===== src/rtl/row_enc_pkg.sv =====
// Shared definitions for the round-robin row encoder.
package row_enc_pkg;
  localparam int unsigned N_ROWS_DEF = 8;
  localparam int unsigned AW_DEF     = 3;

  typedef enum logic {IDLE, GRANT} row_enc_state_t;
  typedef logic [AW_DEF-1:0] row_addr_t;
endpackage


===== src/rtl/row_encoder_rr_pick.sv =====
// Combinational round-robin picker: first set bit of req searching upward from ptr.
module rr_pick #(
  parameter int unsigned N_ROWS = 8,
  parameter int unsigned AW     = $clog2(N_ROWS)
) (
  input  logic [N_ROWS-1:0] req,
  input  logic [AW-1:0]     ptr,
  output logic [AW-1:0]     idx,
  output logic              found,
  output logic              many
);
  logic [2*N_ROWS-1:0] dbl;
  logic [N_ROWS-1:0]   rot;
  logic [AW-1:0]       low;

  // Shifting the doubled vector gives a rotate-right by ptr.
  assign dbl = {req, req} >> ptr;
  assign rot = dbl[N_ROWS-1:0];

  always_comb begin
    low   = '0;
    found = 1'b0;
    for (int unsigned i = 0; i < N_ROWS; i++) begin
      if (rot[i] && !found) begin
        low   = AW'(i);
        found = 1'b1;
      end
    end
    many = |(rot & (rot - N_ROWS'(1)));
    // N_ROWS is a power of two, so AW-bit overflow is the modulo.
    idx  = low + ptr;
  end
endmodule


===== src/rtl/row_encoder.sv =====
// Registered round-robin 8-to-3 row encoder with sticky valid/ack grants.
module row_encoder
  import row_enc_pkg::*;
#(
  parameter int unsigned N_ROWS = N_ROWS_DEF,
  parameter int unsigned AW     = $clog2(N_ROWS)
) (
  input  logic              clk,
  input  logic              rst_n,
  input  logic              en_b,
  input  logic [N_ROWS-1:0] row_req,
  input  logic              ack,
  output logic [AW-1:0]     addr,
  output logic              valid,
  output logic [N_ROWS-1:0] grant,
  output logic              multi
);
  row_enc_state_t    state_q, state_d;
  logic [AW-1:0]     ptr_q, ptr_d;
  logic [AW-1:0]     addr_q, addr_d;
  logic [N_ROWS-1:0] grant_q, grant_d;
  logic              multi_q, multi_d;

  logic              accept;
  logic [N_ROWS-1:0] pick_req;
  logic [AW-1:0]     pick_ptr;
  logic [AW-1:0]     pick_idx;
  logic              pick_found;
  logic              pick_many;

  assign accept = (state_q == GRANT) && ack;

  // On an accepted grant, re-arbitrate with the advanced pointer and the granted row masked.
  always_comb begin
    pick_req = row_req;
    pick_ptr = ptr_q;
    if (accept) begin
      pick_req = row_req & ~grant_q;
      pick_ptr = addr_q + AW'(1);
    end
  end

  rr_pick #(
    .N_ROWS (N_ROWS),
    .AW     (AW)
  ) u_pick (
    .req   (pick_req),
    .ptr   (pick_ptr),
    .idx   (pick_idx),
    .found (pick_found),
    .many  (pick_many)
  );

  always_comb begin
    state_d = state_q;
    ptr_d   = ptr_q;
    addr_d  = addr_q;
    grant_d = grant_q;
    multi_d = multi_q;
    if (state_q == IDLE || accept) begin
      if (accept) begin
        ptr_d = pick_ptr;
      end
      if (!en_b && pick_found) begin
        state_d = GRANT;
        addr_d  = pick_idx;
        grant_d = N_ROWS'(1) << pick_idx;
        multi_d = pick_many;
      end else begin
        state_d = IDLE;
        grant_d = '0;
        multi_d = 1'b0;
      end
    end
  end

  always_ff @(posedge clk or negedge rst_n) begin
    if (!rst_n) begin
      state_q <= IDLE;
      ptr_q   <= '0;
      addr_q  <= '0;
      grant_q <= '0;
      multi_q <= 1'b0;
    end else begin
      state_q <= state_d;
      ptr_q   <= ptr_d;
      addr_q  <= addr_d;
      grant_q <= grant_d;
      multi_q <= multi_d;
    end
  end

  assign addr  = addr_q;
  assign valid = (state_q == GRANT);
  assign grant = grant_q;
  assign multi = multi_q;
endmodule


===== config.mk =====
export PLATFORM = sky130hd
export DESIGN_NAME = row_encoder
export DESIGN_NICKNAME = d
export VERILOG_FILES = /design/src/rtl/row_enc_pkg.sv /design/src/rtl/row_encoder_rr_pick.sv /design/src/rtl/row_encoder.sv
export SDC_FILE = /design/constraint.sdc
export NUM_CORES = 1
export LEC_CHECK = 0
export BUFFER_PORTS_ARGS = -buffer_cell sky130_fd_sc_hd__buf_2
export CORE_ASPECT_RATIO = 1.25
export CORE_UTILIZATION = 40
export CTS_BUF_LIST = sky130_fd_sc_hd__clkbuf_4
export DETAILED_ROUTE_END_ITERATION = 7
export PLACE_DENSITY_LB_ADDON = 0.2
export SYNTH_ARGS = -nofsm -noshare
export SYNTH_HDL_FRONTEND = slang
export SYNTH_SLANG_ARGS = --single-unit

===== constraint.sdc =====
create_clock -name clk -period 3.85 [get_ports clk]
set_input_delay 0.385 -clock clk [delete_from_list [all_inputs] [get_ports clk]]
set_output_delay 0.385 -clock clk [all_outputs]
set_load 0.05 [all_outputs]

==> flow_summary_export.csv <==
group,metric,value,unit
run_status,violations,"hold timing",
yosys,synth_seq_cells,16,
yosys,yosysWarningCount,0,
critical_path,cp_max_fo,8,
die,fp.dieW,60.1,µm
timing,fmax,267,MHz
finish,synthToLayoutAreaGrowth,43.9,%
finish,drive_gt1_share,43.9,%
clock_network,clk_latency,300,ps
critical_path,reg2reg_depth,16,
critical_path,r2r_setup_slack,100,ps
critical_path,start_kind,"register",
finish,fin_nets,294,
yosys,yosysTopAreaCell,"dfrtp_1",
critical_path,worstSetupPathType,"register to register",
timing,post-route-min-period,3750,ps
critical_path,r2r_start,"addr[1]",
yosys,synth_compound_area_share,31.0,%
critical_path,arrival,3970,ps
global_routing,grt_start_max_net_pins,17,
clock_network,cts_tree,"done",
timing,period_share,97.4,%
global_routing,use_met3,1.39,%
die,row_count,26,
clock_network,cts_buffer_depth,2,
timing,holdWs,-17.2,ps
clock_network,numCtsBuffers,3,
placement,portBuffers,24,
clock_network,hold_buffers,0,
timing,setup_viol,0,
yosys,synth_area_leaders,"dfrtp_1 (24%), o211ai_1 (8.5%), nand2_1 (4.9%), a21oi_1 (4.2%), nand3_1 (3.9%)",
timing,tightestPinTransition,760,ps
global_routing,grt-ovfl-total,0,
yosys,synth-edff-count,0,
clock_network,cts_root_buffer,"clkbuf_4",
route,drtPass1Iterations,5,
route,vias,2002,
yosys,syn_area,1690,µm²
yosys,synth_fp_nets,229,
run_status,status,"finished, violations left",
finish,num_antenna_cells,0,
global_routing,grt_pass1_wl,8740,µm
yosys,yosys.area_share.simple,28.0,%
global_routing,met1_usage,33.3,%
global_routing,grt_usage,26.0,%
die,fp.dieH,74.6,µm
timing,fin_skew,5.60,ps
clock_network,clkSinkCount,16,
finish,fin_util,59.6,%
critical_path,cp-end-kind,"register",
yosys,synthXorXnorAreaFrac,2.60,%
flow_run,cap_viol_max_count,0,
global_routing,use_met2,43.0,%
route,viasPerCell,5.99,
die,die_area,4480,µm²
die,core_area,4070,µm²
clock_network,htreeDepth,1,
critical_path,timing.rr.end,"grant[6]",
route,wl_per_cell,16.9,µm
yosys,synth-adder-area-share,2.82,%
yosys,ys_types,51,
yosys,synth_top_cell_area_share,23.8,%
yosys,avgSynthCellArea,7.88,µm²
global_routing,first_global_vias,1885,
route,ant_nets,0,
worst_hold_path,hp-class,"input pin to async pin",
yosys,synth_seq_area_share,23.8,%
yosys,synth_top_family_by_area,"compound AO/OA/AOI/OAI gates",
die,start_util,41.4,%
placement,hpwl,4260,µm
yosys,ys.flop_type,"dfrtp_1",
route,drt_first_iter_violations,101,
die,io-pin-count,25,
yosys,synthCells,214,
route,wirelength,5630,µm
timing,finalMaxSlewViolations,0,
clock_network,clk_pin_slew_worst_paths,100,ps
timing,hold_viol,16,
finish,fillCellCount,365,
placement,routabilityCongestion,0.942,
critical_path,crit_required,4070,ps
yosys,async_flop_share,100,%
global_routing,antenna_found_initial,0,
global_routing,grt_busiest_layer,"met2",
yosys,muxShareOfSynthArea,6.31,%
route,drc,0,
timing,relSlewSlack,49.0,%
-- synth_stat cells (all sizes together), types with 2 or more instances --
master and instances:
a211o 3, a211oi 2, a21o 5, a21oi 14, a31oi 4, and2 5
and3 2, and4b 4, buf 9, clkbuf 3, dfrtp 16, ha 3
inv 7, mux2 5, mux2i 5, nand2 22, nand2b 2, nand3 13
nand4 8, nor2 6, nor2b 2, nor3b 3, nor4bb 4, o211ai 19
o21a 3, o21ai 16, o311ai 2, or2 2, or3 2, or4b 2
xnor2 5
-- area by class of cell --
class	instances	area [µm²]	area share (%)
Multi-Input combinational cell	179	1410	58.2
Timing Repair Buffer	72	484	20.0
Sequential cell	16	404	16.7
Tap cell	56	70.1	2.89
Inverter	7	28.8	1.19
Clock buffer	3	22.5	0.929
Clock inverter	1	3.75	0.155
-- state kept, by name, summed over array words and instances (netlist names) --
register and cells:
addr 3, grant 8, multi 1, ptr_q 3, valid 1
-- worst max-delay path by stage --
stage	startpoint	to	slack [ps]	cells after the start
CTS	addr[1]	grant[6]	-10	14
global route	addr[0]	grant[6]	-70	16
finish	addr[1]	grant[6]	100	16
detailed placement	addr[1]	grant[1]	-130	15
floorplan	valid	grant[1]	0.5	14
global placement	addr[1]	grant[1]	-110	15
-- cells by family after synthesis --
family / Yosys count
buf+inv: 19
simple gates: 82
xor+xnor: 5
compound gates: 78
flops: 16
fa+ha+maj: 4
mux: 10
-- worst max-delay path, stage by stage (launching register included) --
cell,delay [ps]
dfrtp_2,440
ha_4,340
buf_6,150
and4b_1,180
o21ai_1,60
buf_4,170
nand2_1,80
o21ai_2,90
o211ai_1,360
a31oi_4,150
nor2_2,140
xnor2_2,100
ha_4,320
or4b_2,590
a21oi_2,170
o211ai_1,140
o211ai_1,180
-- per-stage QoR --
stage	cell area [µm²]	worst slack (ps)	cells	setup TNS [ps]
after floorplan	1730	0.508	214	0
after global placement	2160	-112	324	-273
after detailed placement	2160	-126	324	-382
after CTS	2220	-14.5	329	-36.4
after global routing	2420	-68.6	334	-147
final	2420	98.3	334	0
-- what timing repair did --
| item | 4_1_cts | 5_1_grt |
|---|---|---|
| setup endpoints to repair | 6 | 8 |
| endpoints found under the hold margin | 0 | 0 |
| pin swaps | 1 | 7 |
| resized for setup | 5 | 40 |
| setup buffers | 1 | 5 |
-- routing by layer --
layer / vias to the layer above / part of all wire, %
li1: 962 / -
met1: 958 / 43
met2: 59 / 50
met3: 23 / 2.9
met4: 0 / 3.7
met5: - / 0
-- cells in the final DEF, fill, tap and decap left out, types with 2 or more instances in the layout --
cell type | Yosys | routed
a21oi_1 | 14 | 9
a211o_1 | 3 | 3
nand2b_1 | 2 | 2
or3_1 | 2 | 2
buf_2 | 6 | 24
clkbuf_4 | 0 | 3
dfrtp_2 | 0 | 3
o21ai_1 | 5 | 4
a21oi_2 | 0 | 4
and3_1 | 2 | 2
and4b_1 | 4 | 4
xnor2_1 | 5 | 4
ha_4 | 0 | 2
nor2b_1 | 2 | 2
a21o_1 | 5 | 4
nor4bb_2 | 0 | 2
nand4_1 | 8 | 8
dfrtp_1 | 16 | 13
o21a_1 | 3 | 3
o21ai_0 | 11 | 3
and2_1 | 5 | 4
o21ai_2 | 0 | 7
mux2i_1 | 5 | 5
nor2_1 | 6 | 5
a31oi_1 | 4 | 2
nand3_1 | 13 | 12
nand2_1 | 22 | 22
o21ai_4 | 0 | 2
inv_1 | 6 | 5
o211ai_1 | 19 | 19
buf_4 | 0 | 47
mux2_2 | 5 | 5
Power is left out: the tool's default activity adds up to more than one toggle a clock period on the data nets, which glitch-free logic cannot reach.
